[src/rtl/detect_event_counter.sv]
// Counts rising edges of the detector's z1/z2 outputs in two 2-digit BCD counters
// and scans both counts onto a 4-digit multiplexed 7-segment display.
module detect_event_counter #(
    parameter int unsigned REFRESH_DIV    = 50000,
    parameter bit          SEG_ACTIVE_LOW = 1'b1
) (
    input  logic       clk,
    input  logic       rst,
    input  logic       z1,
    input  logic       z2,
    input  logic       clr,
    output logic [7:0] cnt1,
    output logic [7:0] cnt2,
    output logic       ovf1,
    output logic       ovf2,
    output logic [6:0] seg,
    output logic [3:0] an
);

    localparam int unsigned REF_W    = (REFRESH_DIV > 1) ? $clog2(REFRESH_DIV) : 1;
    localparam int unsigned CNT_W    = 8;
    localparam int unsigned NIB_W    = 4;
    localparam int unsigned SEG_W    = 7;
    localparam int unsigned IDX_W    = 2;
    localparam logic [REF_W-1:0] REF_LAST = REF_W'(REFRESH_DIV - 1);
    localparam logic [SEG_W-1:0] SEG_POL  = {SEG_W{SEG_ACTIVE_LOW}};
    localparam logic [SEG_W-1:0] SEG_ZERO = 7'h3F ^ SEG_POL;

    // BCD increment; bit 8 flags the 99 -> 00 wrap.
    function automatic logic [CNT_W:0] bcd_inc(input logic [CNT_W-1:0] c);
        logic [CNT_W:0] r;
        if (c[3:0] != 4'd9) begin
            r = {1'b0, c[7:4], c[3:0] + 4'd1};
        end else if (c[7:4] != 4'd9) begin
            r = {1'b0, c[7:4] + 4'd1, 4'd0};
        end else begin
            r = {1'b1, 8'h00};
        end
        return r;
    endfunction

    // Active-high gfedcba glyph; non-BCD values stay blank.
    function automatic logic [SEG_W-1:0] glyph(input logic [NIB_W-1:0] n);
        logic [SEG_W-1:0] g;
        case (n)
            4'd0:    g = 7'h3F;
            4'd1:    g = 7'h06;
            4'd2:    g = 7'h5B;
            4'd3:    g = 7'h4F;
            4'd4:    g = 7'h66;
            4'd5:    g = 7'h6D;
            4'd6:    g = 7'h7D;
            4'd7:    g = 7'h07;
            4'd8:    g = 7'h7F;
            4'd9:    g = 7'h6F;
            default: g = 7'h00;
        endcase
        return g;
    endfunction

    logic             z1_q, z2_q;
    logic [CNT_W-1:0] cnt1_q, cnt1_d, cnt2_q, cnt2_d;
    logic             ovf1_q, ovf1_d, ovf2_q, ovf2_d;
    logic [REF_W-1:0] refresh_q, refresh_d;
    logic [IDX_W-1:0] idx_q, idx_d;
    logic [3:0]       an_q, an_d;
    logic [SEG_W-1:0] seg_q, seg_d;
    logic [CNT_W:0]   inc1, inc2;
    logic [NIB_W-1:0] nib_d;
    logic             ev1, ev2;

    assign ev1  = z1 & ~z1_q;
    assign ev2  = z2 & ~z2_q;
    assign inc1 = bcd_inc(cnt1_q);
    assign inc2 = bcd_inc(cnt2_q);

    // Counter next state: clear beats a same-cycle event.
    always_comb begin
        cnt1_d = cnt1_q;
        cnt2_d = cnt2_q;
        ovf1_d = ovf1_q;
        ovf2_d = ovf2_q;
        if (clr) begin
            cnt1_d = '0;
            cnt2_d = '0;
            ovf1_d = 1'b0;
            ovf2_d = 1'b0;
        end else begin
            if (ev1) begin
                cnt1_d = inc1[CNT_W-1:0];
                ovf1_d = ovf1_q | inc1[CNT_W];
            end
            if (ev2) begin
                cnt2_d = inc2[CNT_W-1:0];
                ovf2_d = ovf2_q | inc2[CNT_W];
            end
        end
    end

    // Scan next state; seg follows the next digit and next counts so an/seg/cnt stay coherent.
    always_comb begin
        refresh_d = refresh_q + REF_W'(1);
        idx_d     = idx_q;
        if (refresh_q == REF_LAST) begin
            refresh_d = '0;
            idx_d     = idx_q + IDX_W'(1);
        end
        an_d = ~(4'b0001 << idx_d);
        case (idx_d)
            2'd0:    nib_d = cnt1_d[3:0];
            2'd1:    nib_d = cnt1_d[7:4];
            2'd2:    nib_d = cnt2_d[3:0];
            default: nib_d = cnt2_d[7:4];
        endcase
        seg_d = glyph(nib_d) ^ SEG_POL;
    end

    always_ff @(posedge clk) begin
        if (rst) begin
            z1_q      <= 1'b0;
            z2_q      <= 1'b0;
            cnt1_q    <= '0;
            cnt2_q    <= '0;
            ovf1_q    <= 1'b0;
            ovf2_q    <= 1'b0;
            refresh_q <= '0;
            idx_q     <= '0;
            an_q      <= 4'b1110;
            seg_q     <= SEG_ZERO;
        end else begin
            z1_q      <= z1;
            z2_q      <= z2;
            cnt1_q    <= cnt1_d;
            cnt2_q    <= cnt2_d;
            ovf1_q    <= ovf1_d;
            ovf2_q    <= ovf2_d;
            refresh_q <= refresh_d;
            idx_q     <= idx_d;
            an_q      <= an_d;
            seg_q     <= seg_d;
        end
    end

    assign cnt1 = cnt1_q;
    assign cnt2 = cnt2_q;
    assign ovf1 = ovf1_q;
    assign ovf2 = ovf2_q;
    assign seg  = seg_q;
    assign an   = an_q;

endmodule

[config.mk]
export PLATFORM = sky130hd
export DESIGN_NAME = detect_event_counter
export DESIGN_NICKNAME = d
export VERILOG_FILES = /design/src/rtl/detect_event_counter.sv
export SDC_FILE = /design/constraint.sdc
export NUM_CORES = 1
export LEC_CHECK = 0
export BUFFER_PORTS_ARGS = -buffer_cell sky130_fd_sc_hd__buf_2
export CAP_MARGIN = 20
export CORE_MARGIN = 5
export CORE_UTILIZATION = 62
export DETAILED_ROUTE_END_ITERATION = 6
export GPL_TIMING_DRIVEN = 0
export PLACE_DENSITY = 0.85
export SYNTH_ARGS = -nofsm -noshare
export SYNTH_HDL_FRONTEND = slang
export SYNTH_SLANG_ARGS = --single-unit
[constraint.sdc]
create_clock -name clk -period 4.3 [get_ports clk]
set_clock_uncertainty 0.05 [all_clocks]
set_input_delay 0 -clock clk [delete_from_list [all_inputs] [get_ports clk]]
set_output_delay 0 -clock clk [all_outputs]
set_load 0.02 [all_outputs]
======== Word-level counts from Yosys, hierarchy flattened ========
Memory sizes are Yosys's and may differ from the RTL's.
Cells that the tools add are included.
Widths: inputs -> output; s select.
cells by class
  shift operators ......................... 1
  reduce and logical (&&, ||, !) cells .... 3
  bitwise gates (word level) .............. 8
  mux-type cells .......................... 10
  eq/ne operators ......................... 7
  $add $sub $neg .......................... 6
operators by type and width
  cell                   count
  $mux 9                 4
  $mux 8                 4
  $add 16x1->16 const B  1
  $add 4x1->4 const B    4
  $eq 16x16->1 const B   1
  $ne 4x4->1 const B     4
  $pmux 4 s3             1
  $not 7->7              1
  $not 4->4              1
  $reduce_or 2->1        2
  $shl 1x2->4 const A    1
  $add 2x1->2 const B    1
  $and 1x1->1            2
  $eq 2x1->1 const B     1
  $eq 2x2->1 const B     1
  $logic_not 2->1        1
  $mux 2                 1
  $not 1->1              2
  $or 1x1->1             2
storage, ports and cells
  memories kept ........................... 1
  bits in registers ....................... 49
  word-level logic and storage cells ...... 46
  bits of input ports ..................... 5
  output and inout bits ................... 29
  bits in read-only memories .............. 112
memories
  name              words  width  rd ports  clocked after Yosys merged registers in  write ports  line  text
  (name not given)  16     7      1         0                                        0            45    case (n)

======== Depth between registers and ports, before layout ========
Gate-level depths: netlist of the first run.
An unclocked memory read counts as a cell.
  word-level depth ........................ 8
  mapped depth ............................ 13
  mapped depth without buffers ............ 12

======== Worst setup path after synthesis of the first run ========
Ideal clock, no wire load.
  path type ............................... reg2reg
  start ................................... reg cnt1_q[0] (netlist: cnt1[0])
  end ..................................... reg seg_q[4] (netlist: seg[4])
  period minus slack after synthesis ...... 2666 ps
  library setup time ...................... 86 ps
  stages on the path, launching flop included .. 10
  arrival ................................. 2530 ps
  buffers on the path ..................... 1
  data required time ...................... 4164 ps
  slack ................................... 1634 ps
  cell sequence ........................... dfxtp_1 > nand3b_1 > clkbuf_1 > or4_1 > nand3_1 > a221oi_1 > o32a_1 > ha_1 > mux2_2 > a221oi_2
between the ends
  cells in the longest elaborated chain, start to end .. 7
  elaborated cells on any way between the ends .. 8
  classes of those cells .................. 1 x add/sub; 1 x eq/ne; 4 x mux; 1 x bitwise; 1 x memory
RTL lines
  what                                       line    text
  start: declaration                         62      logic [CNT_W-1:0] cnt1_q, cnt1_d, cnt2_q, cnt2_d;
  start signal: assignment                   133     cnt1_q <= cnt1_d;
  $add 4x1->4 or $ne 4x4->1 (tied branches)  33, 32
  $mux 9                                     32      if (c[3:0] != 4'd9) begin
  $mux 8 (*)                                 89      if (ev1) begin
  $mux 8 (*)                                 83      if (clr) begin
  $pmux 4 s3 (*)                             109     case (idx_d)
  $mem_v2 16x7 (*)                           -
  $not 7->7 (no line) (*)                    -
  end signal: assignment                     140     seg_q <= seg_d;
  end: declaration                           67      logic [SEG_W-1:0] seg_q, seg_d;
Every way passes the cells marked *; elsewhere a longest branch is shown, timed or not.
A chain may end at the register's enable or synchronous reset.

======== Final worst setup path of the first run ========
  start ................................... reg refresh_q[0]
  end ..................................... reg seg_q[5] (netlist: seg[5])
between the ends
  cells in the longest elaborated chain, start to end .. 6
  elaborated cells on any way between the ends .. 8
  classes of those cells .................. 3 x eq/ne; 2 x mux; 1 x bitwise; 1 x reduce/logical; 1 x memory
RTL lines
  what                                      line  text
  start: declaration                        64    logic [REF_W-1:0] refresh_q, refresh_d;
  start signal: assignment                  137   refresh_q <= refresh_d;
  $eq 16x16->1 (*)                          104   if (refresh_q == REF_LAST) begin
  $mux 2 (*)                                104
  $eq 2x2->1, or another cell as far along  109
  $pmux 4 s3 (*)                            109
  $mem_v2 16x7 (*)                          -
  $not 7->7 (no line) (*)                   -
Marks and branches as above.

==> summary by stage, run 1 <==
Outcome
The flow ran to the end, and the final reports show no timing, DRC or antenna violations.

Final layout
In the layout the commonest cells are sky130_fd_sc_hd__dfxtp_1 (49), sky130_fd_sc_hd__buf_2 (36), sky130_fd_sc_hd__nor2_1 (34). Compared with the post-synthesis result, the final layout area differs by 13.4%. The share of layout cells above drive strength 1 is 18.5%. The number of fill cells in the layout is 300.

The net count of the finished layout is 347. The repair_antennas step left the layout with diodes totalling 0. Leaving out fill and tap cells, the most frequent cell in the layout is sky130_fd_sc_hd__dfxtp_1.

CTS
In this run the post-CTS setup repair buffer count came out at 0. In this run the number of H-tree levels came out at 2. The maximum buffer depth of the clock tree is 2. CTS placed an instance of sky130_fd_sc_hd__clkbuf_8 at the clock tree root.

After clock tree synthesis, the clock-pin slew on the worst setup and hold paths is 0.09 ns. The later pin in the worst-skew pair is clocked with a latency of 0.31 ns. TritonCTS built the clock tree. Counting every sink on the clock net gives 49. The CTS buffer count is 5.

STA
After routing, the total negative slack on setup checks comes to 0 ns. The routed design could run at a clock period as short as 2.90 ns. Setup repair after global routing left no endpoint under its margin. The hold violation total from the final report is 0. The tightest hold path in the finished design has a slack of 0.0241 ns.

Setup violations remaining at the end of the flow were counted as 0. The maximum frequency from static timing analysis is 344 MHz. Headroom to the max-slew limit came out at 66.0%. The slew at the pin closest to its max-slew limit is 0.505 ns. The number of pins with negative max-slew slack in the final report came to 0. After layout, the worst path uses 67.5% of the clock period.

Floorplanning
The number of placement rows is 23. The area of the die is 5540 um^2. The initial utilization of the core area, before any placement, comes to 64.3%. In this run the vertical extent of the chip is 74.4 um. The core region is 4000 um^2. The top-level port count is 34.

The die width is 74.4 um.

Critical path
The critical-path maximum fanout is 10. The sum of buffers and inverters on the critical path is 3. STA classifies the critical path endpoint as a flop. On the critical path, the stage with the largest delay is an instance of sky130_fd_sc_hd__dfxtp_1. The worst register-to-register path ends at seg[5]. The depth of the worst register-to-register path is 12.

STA classifies the critical path startpoint as a flop. For the worst setup path, the data arrival time is 3.03 ns. The logic depth of the worst path, buffers included is 12. The critical path's top delay family is simple AND/OR/NAND/NOR gates. In this design, the stage delay of the slowest critical-path cell is 0.37 ns. Traced cell by cell, the critical path runs through ha_1, and3_1, and4_1, buf_2, buf_4, nand3_1, a221oi_1, o32a_1, inv_1, ha_1, nor3_1, a211oi_1. The minimum setup slack among reg-to-reg paths is 1.40 ns.

At the worst endpoint, the required time is 4.42 ns. The startpoint identified for the worst register-to-register timing path is refresh_q[0]. The launch point of the worst path is refresh_q[0]. The last element of the critical path is seg[5].

In this design, the critical path's most frequently occurring cell is sky130_fd_sc_hd__ha_1. The class of the most critical setup path is flop to flop.

Synth
Of the synthesized area, sequential elements account for 38.1%. The most instantiated flip-flop cell in the synthesis netlist is sky130_fd_sc_hd__dfxtp_1. During synthesis, Yosys emitted a total of 0 warnings. After synthesis the netlist holds a flip-flop and latch count of 49.

The cell count after synthesis came out at 291. The average footprint of a synthesized cell is 8.84 um^2. The number of enable flip-flop cells after synthesis is 0. The summed instance area of the synthesized netlist is 2570 um^2. The fraction of registers with async set or reset after synthesis is 0%. The unique cell type count in the Yosys netlist is 57. The net count of the mapped netlist is 304.

Place
The quantity of I/O buffers inserted on ports is 33. The HPWL after detailed placement is 3920 um. The congestion estimate from routability-driven global placement came to 0.827.

Power and ir drop
The internal power component is 0.597 mW. The analysis attributes to cell leakage a power of 1.14 nW. The maximum resistive drop on vdd is 0.191 mV. The relative contribution of combinational cells to total power is 6.6%.

The net switching component of the power is 0.193 mW. Dividing total power by cell area gives a power density of 271 nW/um^2. The clock network is responsible for 34.6% of the overall power. Of the total power, registers draw 58.8%.

The proportion of total power due to net switching is 24.5%.

Routing
In the routed design, unresolved DRC markers number 0. The detail-routed net length per standard cell is 14.4 um. The detailed router finished its first iteration with 179 violations. After detailed routing, the number of vias per cell comes to 5.81. The final wirelength is 5540 um. The length of the first detailed-routing pass in iterations is 4. The vias after detailed routing is 2238. The remaining antenna violation count after routing is 0.

Global route
Entering global routing, the biggest net connects 16 pins. The total overflow left after global routing is 0. The initial antenna violation count is 0. The global-route wire length before repair is 9250 um. Global routing consumed, over all layers together, 21.5% of the routing resources.

The via count of the first global-routing pass is 2093.

Hold path
The kind of path behind the tightest hold check is input port to flop. The worst hold path was traced through 3 stages.

Run
The max-capacitance violation count is 0.
## registers in the layout (all words and copies together), names as in the netlist
| register | cells |
|---|---|
| seg | 7 |
| cnt2 | 8 |
| refresh_q | 16 |
| idx_q | 2 |
| z2_q | 1 |
| z1_q | 1 |
| an | 4 |
| ovf1 | 1 |
| ovf2 | 1 |
| cnt1 | 8 |
## cells in the mapped netlist (all sizes together), types with 4 or more instances
| master | number | area, um^2 |
|---|---|---|
| nand2 | 16 | 60.1 |
| mux2i | 4 | 40.0 |
| nor3b | 4 | 30.0 |
| ha | 8 | 100 |
| xor2 | 7 | 61.3 |
| xnor2 | 13 | 114 |
| o21ai | 5 | 25.0 |
| nor4 | 5 | 31.3 |
| and3 | 4 | 25.0 |
| dfxtp | 49 | 981 |
| inv | 11 | 41.3 |
| nor2b | 12 | 75.1 |
| nand3 | 7 | 35.0 |
| and2 | 7 | 46.3 |
| a31oi | 6 | 37.5 |
| a21oi | 17 | 85.1 |
| nand3b | 6 | 45.0 |
| o31ai | 10 | 88.8 |
| buf | 5 | 37.5 |
| nor2 | 34 | 128 |
| clkbuf | 7 | 27.5 |
| nor3 | 7 | 35.0 |
## power groups by stage
| stage | Sequential (mW) | Combinational (mW) | Clock [mW] |
|---|---|---|---|
| final | 0.465 | 0.0518 | 0.273 |
| after global routing | 0.466 | 0.0566 | 0.300 |
| after CTS | 0.465 | 0.0516 | 0.280 |
| after detailed placement | 0.475 | 0.0492 | 0 |
| after global placement | 0.475 | 0.0479 | 0 |
| after floorplan | 0.479 | 0.0297 | 0 |
## through the flow
stage	utilization [%]	cell area (um^2)	power [mW]	setup WS, ns	std cells
finish	72.9	2920	0.790	1.40	385
global route	72.9	2920	0.823	1.17	385
CTS	72.9	2920	0.797	1.40	385
detailed placement	70.0	2800	0.524	1.43	374
global placement	70.0	2800	0.523	1.49	374
floorplan	-	2570	0.509	1.63	291
## worst register-to-register path, cell delays in order, from the launching register on
cell,delay [ns]
sky130_fd_sc_hd__dfxtp_1,0.37
sky130_fd_sc_hd__ha_1,0.21
sky130_fd_sc_hd__and3_1,0.22
sky130_fd_sc_hd__and4_1,0.18
sky130_fd_sc_hd__buf_2,0.15
sky130_fd_sc_hd__buf_4,0.18
sky130_fd_sc_hd__nand3_1,0.09
sky130_fd_sc_hd__a221oi_1,0.34
sky130_fd_sc_hd__o32a_1,0.32
sky130_fd_sc_hd__inv_1,0.09
sky130_fd_sc_hd__ha_1,0.20
sky130_fd_sc_hd__nor3_1,0.29
sky130_fd_sc_hd__a211oi_1,0.09
## routing by layer
layer / global-route usage (%) / wire, um
met5: 0 / 0
met3: 5.27 / 347
met2: 33.9 / 2570
met1: 27.5 / 2480
met4: 10.5 / 145
## worst min-delay path by stage
| stage | to | slack (ns) | startpoint |
|---|---|---|---|
| after floorplan | z1_q | 0.02 | rst |
| after global placement | z1_q | 0.20 | z1 |
| after detailed placement | z1_q | 0.21 | rst |
| after CTS | cnt2[7] | 0.008 | clr |
| after global routing | cnt2[7] | 0.02 | clr |
| final | cnt2[7] | 0.02 | clr |
## repair_timing
action	in CTS	in global routing
hold buffers	3	0
endpoints found under the hold margin	3	0
gates resized for setup	0	0
## cells by family (layout without fill, tap and decap cells)
group | after synthesis | after routing | synth area share (%)
compound gates | 55 | 55 | 15.9
xor+xnor | 20 | 20 | 6.81
fa+ha+maj | 8 | 8 | 3.89
buf+inv | 23 | 67 | 4.13
flops | 49 | 49 | 38.1
mux | 5 | 5 | 1.99
simple gates | 131 | 131 | 29.2
## layout make-up
type,instances,area (um^2),share of cell area [%]
Timing Repair Buffer,36,195,6.69
Multi-Input combinational cell,219,1490,50.9
Sequential cell,49,981,33.6
Buffer,12,65.1,2.23
Inverter,11,41.3,1.42
Clock inverter,2,13.8,0.472
Tap cell,50,62.6,2.14
Clock buffer,6,72.6,2.49
Power figures use the tool's default switching activity.
==> run 2: changes to the inputs <==
Settings changed: CORE_UTILIZATION 62 to 52, PLACE_DENSITY 0.85 to 0.76.
Clock period 4.3 ns to 2.41 ns, I/O delays scaled along.
==> summary by stage, run 2 (synthesis gave the netlist of run 1 again) <==
Hold path
The kind of path behind the tightest hold check is input port to flop (unchanged). The startpoint of the tightest hold check path is clr (unchanged).

CTS
The clock transition at the registers of the reported paths is 0.09 ns (about the same). The root buffer selected by CTS is sky130_fd_sc_hd__clkbuf_8 (unchanged). The maximum buffer depth of the clock tree is 2 (unchanged).

The clock tree from TritonCTS is built (unchanged). The CTS buffer count was 5 (unchanged). The number of clock sinks is 49 (unchanged).

The latest clock arrival within the worst-skew pair came to 0.31 ns (about the same). The total number of H-tree levels came to 2 (unchanged).

Global route
The residual overflow from global routing is 0 (unchanged). The layer with the highest usage after global routing is met2 (unchanged). The met1 track utilization from global routing is 25.5% (was 27.5%). The via count of the first global-routing pass is 2203 (was 2093). The maximum number of pins on one net before global-route repair is 17 (was 16).

The global-route met2 utilization was 32.9% (was 33.9%). The met3 routing resource usage after global routing is 3.36% (was 5.27%). The overall track demand over capacity in global routing was 20.0% (was 21.5%).

The initial antenna violation count is 0 (unchanged). The global-route wire length before repair is 10100 um (was 9250 um).

Final layout
The number of fill cells in the layout is 345 (was 300). The count of antenna diodes in the layout was 0 (unchanged). The flip-flop and latch area is 1020 um^2 (was 981 um^2). The net count of the finished layout was 377 (was 347).

The share of layout cells above drive strength 1 was 41.1% (was 18.5%). The relative area change from synthesis to final layout is 39.0% (was 13.4%). The final standard cell utilization of the core came to 75.3% (was 72.9%). The commonest non-fill, non-tap cell in the layout was sky130_fd_sc_hd__buf_2 (was sky130_fd_sc_hd__dfxtp_1). The number of flip-flops in the largest register came to 16 (unchanged).

The multi-input logic area was 1790 um^2 (was 1490 um^2). Commonest non-fill, non-tap cells in the layout: sky130_fd_sc_hd__buf_2 (35), sky130_fd_sc_hd__nor2_1 (34), sky130_fd_sc_hd__dfxtp_1 (31) (was sky130_fd_sc_hd__dfxtp_1 (49), sky130_fd_sc_hd__buf_2 (36), sky130_fd_sc_hd__nor2_1 (34)). The post-layout instance count excluding filler cells is 432 (was 385). The top register by number of flip-flops is refresh_q (unchanged).

Place
The final weighted congestion in routability-driven placement is 0.856 (was 0.827). The number of placed instances with taps included is 391 (was 374). The quantity of I/O buffers inserted on ports came to 33 (unchanged). The HPWL after detailed placement is 4010 um (was 3920 um).

Routing
The detail-routed net length per standard cell came to 15.8 um (was 14.4 um). The length of the first detailed-routing pass in iterations is 4 (unchanged). The final wirelength is 6820 um (was 5540 um).

The vias after detailed routing is 2492 (was 2238). The remaining routing DRC violations is 0 (unchanged). The remaining antenna violation count after routing is 0 (unchanged). The number of DRC violations after detailed-routing iteration 0 is 146 (was 179).

The routed via count divided by cell count is 5.77 (was 5.81).

STA
The aggregate negative setup slack is -0.881 ns (was 0 ns). The slew at the pin closest to its max-slew limit is 0.531 ns (was 0.505 ns). The count of endpoints failing setup in the final report is 7 (was 0). The hold violation total from the final report was 0 (unchanged). The maximum frequency from static timing analysis is 387 MHz (was 344 MHz). The headroom to the max-slew limit is 64.6% (was 66.0%). The number of pins with negative max-slew slack in the final report came to 0 (unchanged). The period utilization was 107% (was 67.5%). Setup repair after global routing missed its margin: yes (was no). The final worst slack is -0.173 ns (was 1.40 ns).

The clock period minus final worst setup slack is 2.58 ns (was 2.90 ns).

Critical path
The minimum setup slack among reg-to-reg paths is -0.17 ns (was 1.40 ns). The worst endpoint required time is 2.56 ns (was 4.42 ns). The critical-path maximum fanout is 8 (was 10). The launch point of the worst path is refresh_q[0] (unchanged).

The arrival time at the worst endpoint is 2.74 ns (was 3.03 ns). The class of the most critical setup path is flop to flop (unchanged). The critical path endpoint category is a flop (unchanged). The element type at the critical path start is a flop (unchanged). The critical register-to-register path startpoint was refresh_q[0] (unchanged).

Power and ir drop
The internal power component is 1.14 mW (was 0.597 mW). The net switching component of the power is 0.382 mW (was 0.193 mW). The clock network fraction of total power came to 37.4% (was 34.6%).

The total power is 1.53 mW (was 0.790 mW). The power density of the placed cells was 426 nW/um^2 (was 271 nW/um^2). The proportion of power drawn by flip-flops and latches came to 54.1% (was 58.8%). The relative contribution of combinational cells to total power is 8.5% (was 6.6%). The leakage power summed over all cells is 1.36 nW (was 1.14 nW). The maximum resistive drop on vdd is 0.309 mV (was 0.191 mV). The proportion of total power due to net switching is 25.0% (was 24.5%).

Floorplanning
The vertical die dimension is 80.4 um (was 74.4 um). The initial core utilization was 54.1% (was 64.3%). The number of placement rows was 25 (was 23). The top-level port count is 34 (unchanged). The area of the core is 4750 um^2 (was 4000 um^2). The die width is 80.4 um (was 74.4 um). The area of the die is 6460 um^2 (was 5540 um^2).

Outcome
Run status: finished, violations left (was completed). The final reports fail on setup timing.

Run
The max-capacitance violation count is 0 (unchanged).
## run 2: area by class of cell
cell class	instances	share of cell area, %
well taps	67	2.34
inverters	11	1.15
plain buffers	11	2.34
multi-input cells	219	50.0
flip-flops and latches	49	28.5
repair buffers	67	12.7
clock buffers	6	2.62
clock inverters	2	0.385
## run 2: layer usage
metal / routed length (um) / part of all wire, %
met5: 0 / 0
met4: 145 / 2.1
met3: 337 / 4.9
met2: 3400 / 50
met1: 2930 / 43
## run 2: final timing paths
path             end  cells after the start
min          cnt2[7]                      3
min reg2reg     ovf2                      2
max           seg[1]                     11
max reg2reg   seg[1]                     11
## run 2: power groups by stage
stage | Clock, mW | Sequential [mW] | Combinational (mW)
6_report | 0.570 | 0.826 | 0.130
4_1_cts | 0.569 | 0.827 | 0.112
2_1_floorplan | 0 | 0.854 | 0.0575
3_3_place_gp | 0 | 0.847 | 0.0909
5_1_grt | 0.608 | 0.828 | 0.140
3_5_place_dp | 0 | 0.847 | 0.0926
## run 2: critical path, stage by stage (launching register included)
cell and delay, ns:
sky130_fd_sc_hd__dfxtp_2 0.36, sky130_fd_sc_hd__ha_4 0.14, sky130_fd_sc_hd__and3_4 0.19, sky130_fd_sc_hd__nand4_1 0.15, sky130_fd_sc_hd__clkbuf_8 0.22, sky130_fd_sc_hd__o311a_1 0.31, sky130_fd_sc_hd__o32a_4 0.43, sky130_fd_sc_hd__buf_6 0.14
sky130_fd_sc_hd__ha_4 0.26, sky130_fd_sc_hd__inv_2 0.03, sky130_fd_sc_hd__o21bai_1 0.11, sky130_fd_sc_hd__a21oi_1 0.08
## run 2: stage by stage
step	setup slack, ns	cell area, um^2	hold slack (ns)
floorplan	-0.0824	2640	0.0216
global placement	-0.398	2880	0.191
detailed placement	-0.400	2880	0.193
CTS	-0.153	3290	0.0296
global route	-0.256	3580	0.0536
finish	-0.173	3580	0.0381
## run 2: timing repair
action                                  CTS  global route
endpoints found under the hold margin     3             0
pin swaps                                17            15
gates resized for setup                  33            36
endpoints found under the setup margin    7             7
hold buffers                              3             0
cloned                                    0             1
buffers inserted                         16            14
==> run 3: changes to the inputs <==
Settings changed: CAP_MARGIN 20 to default, CORE_UTILIZATION 52 to 30, PLACE_DENSITY 0.76 to default.
==> summary by stage, run 3 (synthesis gave the netlist of run 1 again) <==
Outcome
Run status: finished, violations left (unchanged). Violations in the final reports: setup timing (unchanged).

Place
The number of placed instances with taps included came to 429 (was 391). The HPWL after detailed placement was 4360 um (was 4010 um). The final weighted congestion in routability-driven placement is 0.844 (was 0.856).

The quantity of I/O buffers inserted on ports is 33 (unchanged).

Floorplanning
The area of the die is 10500 um^2 (was 6460 um^2). The vertical die dimension is 103 um (was 80.4 um). The area of the core was 8300 um^2 (was 4750 um^2). The initial core utilization was 31.0% (was 54.1%). The number of placement rows was 33 (was 25).

The die width came to 103 um (was 80.4 um). The top-level port count came to 34 (unchanged).

Final layout
The number of flip-flops in the largest register is 16 (unchanged). The top register by number of flip-flops is refresh_q (unchanged). The flip-flop and latch area is 1010 um^2 (was 1020 um^2). The number of fill cells in the layout came to 833 (was 345).

Commonest non-fill, non-tap cells in the layout: sky130_fd_sc_hd__buf_2 (35), sky130_fd_sc_hd__nor2_1 (34), sky130_fd_sc_hd__dfxtp_1 (32) (was sky130_fd_sc_hd__buf_2 (35), sky130_fd_sc_hd__nor2_1 (34), sky130_fd_sc_hd__dfxtp_1 (31)). The net count of the finished layout is 373 (was 377). The multi-input logic area came to 1670 um^2 (was 1790 um^2). The post-layout instance count excluding filler cells is 466 (was 432). The relative area change from synthesis to final layout is 34.5% (was 39.0%). The commonest non-fill, non-tap cell in the layout was sky130_fd_sc_hd__buf_2 (unchanged).

The share of layout cells above drive strength 1 is 37.7% (was 41.1%). The final standard cell utilization of the core was 41.7% (was 75.3%). The count of antenna diodes in the layout came to 0 (unchanged).

Hold path
The startpoint of the tightest hold check path is clr (unchanged). The kind of path behind the tightest hold check is input port to flop (unchanged). The endpoint with the worst hold slack is cnt2[7] (unchanged). The number of stages on the worst hold path is 3 (unchanged).

CTS
The number of clock sinks was 49 (unchanged). The CTS buffer count is 5 (unchanged). The clock tree from TritonCTS is built (unchanged). The root buffer selected by CTS is sky130_fd_sc_hd__clkbuf_8 (unchanged). The clock transition at the registers of the reported paths is 0.10 ns (was 0.09 ns).

The maximum buffer depth of the clock tree was 2 (unchanged). The total number of H-tree levels was 2 (unchanged). The latest clock arrival within the worst-skew pair is 0.30 ns (was 0.31 ns).

Routing
The vias after detailed routing came to 2317 (was 2492). The routed via count divided by cell count is 4.97 (was 5.77). The number of DRC violations after detailed-routing iteration 0 was 93 (was 146). The length of the first detailed-routing pass in iterations came to 4 (unchanged).

The remaining antenna violation count after routing is 0 (unchanged). The remaining routing DRC violations is 0 (unchanged). The detail-routed net length per standard cell is 13.6 um (was 15.8 um). The final wirelength is 6330 um (was 6820 um).

Critical path
The class of the most critical setup path is flop to flop (unchanged). The element type at the critical path start was a flop (unchanged). The minimum setup slack among reg-to-reg paths is -0.22 ns (was -0.17 ns). The depth of the worst register-to-register path is 9 (was 11). Critical Path, Cell by Cell: nor4b_4, nand4_1, buf_6, o311a_1, o32a_1, buf_6, ha_2, o31ai_1, a21oi_1 (was ha_4, and3_4, nand4_1, clkbuf_8, o311a_1, o32a_4, buf_6, ha_4, inv_2, o21bai_1, a21oi_1). The sum of buffers and inverters on the critical path is 2 (was 3).

The most prevalent standard cell on the critical path is sky130_fd_sc_hd__buf_6 (was sky130_fd_sc_hd__ha_4). The critical register-to-register path startpoint is refresh_q[11] (was refresh_q[0]). The reg-to-reg endpoint was seg[0] (was seg[1]).

The critical path endpoint category is a flop (unchanged). The arrival time at the worst endpoint is 2.75 ns (was 2.74 ns). The critical path's top delay family is compound AO/OA/AOI/OAI gates (unchanged). The largest stage delay on the critical path is 0.42 ns (was 0.43 ns). The worst endpoint required time came to 2.52 ns (was 2.56 ns). The critical-path maximum fanout is 9 (was 8). The cell with the largest stage delay on the worst path is sky130_fd_sc_hd__o32a_1 (was sky130_fd_sc_hd__o32a_4).

Run
The max-capacitance violation count is 0 (unchanged).

STA
The headroom to the max-slew limit was 63.5% (was 64.6%). The period utilization is 109% (was 107%). The hold violation total from the final report was 0 (unchanged). The count of endpoints failing setup in the final report is 7 (unchanged). The maximum frequency from static timing analysis is 380 MHz (was 387 MHz). The number of pins with negative max-slew slack in the final report is 0 (unchanged). The final worst slack came to -0.224 ns (was -0.173 ns). The slew at the pin closest to its max-slew limit is 0.542 ns (was 0.531 ns). The clock period minus final worst setup slack is 2.63 ns (was 2.58 ns).

Setup repair after global routing missed its margin: yes (unchanged).

Power and ir drop
The total power is 1.52 mW (was 1.53 mW). The power density of the placed cells was 439 nW/um^2 (was 426 nW/um^2). The leakage power summed over all cells came to 1.33 nW (was 1.36 nW). The maximum resistive drop on vdd came to 0.259 mV (was 0.309 mV).

Global route
The maximum number of pins on one net before global-route repair is 16 (was 17). The via count of the first global-routing pass came to 2162 (was 2203). The global-route wire length before repair came to 10400 um (was 10100 um). The residual overflow from global routing is 0 (unchanged). The overall track demand over capacity in global routing came to 12.2% (was 20.0%).

The initial antenna violation count was 0 (unchanged).
run 3: cell types whose count changed in the layout (fill, tap and decap cells not counted), sizes merged:
cell,before,now
clkbuf,14,13
clkinv,1,0
buf,67,65
run 3: per-stage QoR:
step           hold WS, ns  cell area (um^2)  setup slack (ns)  setup TNS, ns
2_1_floorplan       0.0216              2640           -0.0824         -0.123
3_3_place_gp         0.204              2930            -0.430          -2.29
3_5_place_dp         0.210              2930            -0.417          -2.24
4_1_cts            0.00783              3340            -0.187         -0.960
5_1_grt             0.0277              3460            -0.331          -1.84
6_report            0.0272              3460            -0.224          -1.09
run 3: area by class of cell:
cell class	instances	area share [%]
inverters	11	1.19
multi-input cells	219	48.4
plain buffers	11	2.46
clock inverters	1	0.181
repair buffers	63	11.6
flip-flops and latches	49	29.3
well taps	105	3.79
clock buffers	7	3.11
run 3: worst max-delay path by stage:
stage,start,endpoint,slack [ns],cells past startpoint
floorplan,refresh_q[0],seg[4],-0.08,10
global route,refresh_q[11],seg[3],-0.33,9
detailed placement,refresh_q[4],seg[5],-0.42,11
global placement,refresh_q[4],seg[5],-0.43,11
CTS,cnt2[2],seg[0],-0.19,8
finish,refresh_q[11],seg[0],-0.22,9
run 3: power by group:
| group | internal, mW | total, mW | switching [mW] |
|---|---|---|---|
| combinational | 0.0506 | 0.113 | 0.0625 |
| clock | 0.297 | 0.580 | 0.283 |
| sequential | 0.817 | 0.826 | 0.00937 |
| total | 1.16 | 1.52 | 0.354 |
run 3: worst min-delay path, cell delays in order:
cell,delay [ns]
sky130_fd_sc_hd__buf_2,0.13
sky130_fd_sc_hd__a31oi_4,0.04
sky130_fd_sc_hd__and2_2,0.18
run 3: what timing repair did:
item                                    in CTS  in global routing
hold endpoints to repair                     3                  0
pin swaps                                   13                 12
resized for setup                           32                 19
setup buffers                               18                  9
endpoints found under the setup margin       7                  7
hold buffers                                 3                  0
run 3: per-layer routing:
layer  wire (um)  GRT usage (%)  share of wire, %  vias to the layer above
li1            -              -                 -                     1176
met1        2970           16.4                47                     1100
met2        3020           19.9                48                       37
met3         284           2.64               4.5                        4
met4          56           3.33              0.88                        0
met5           0              0                 0                        -
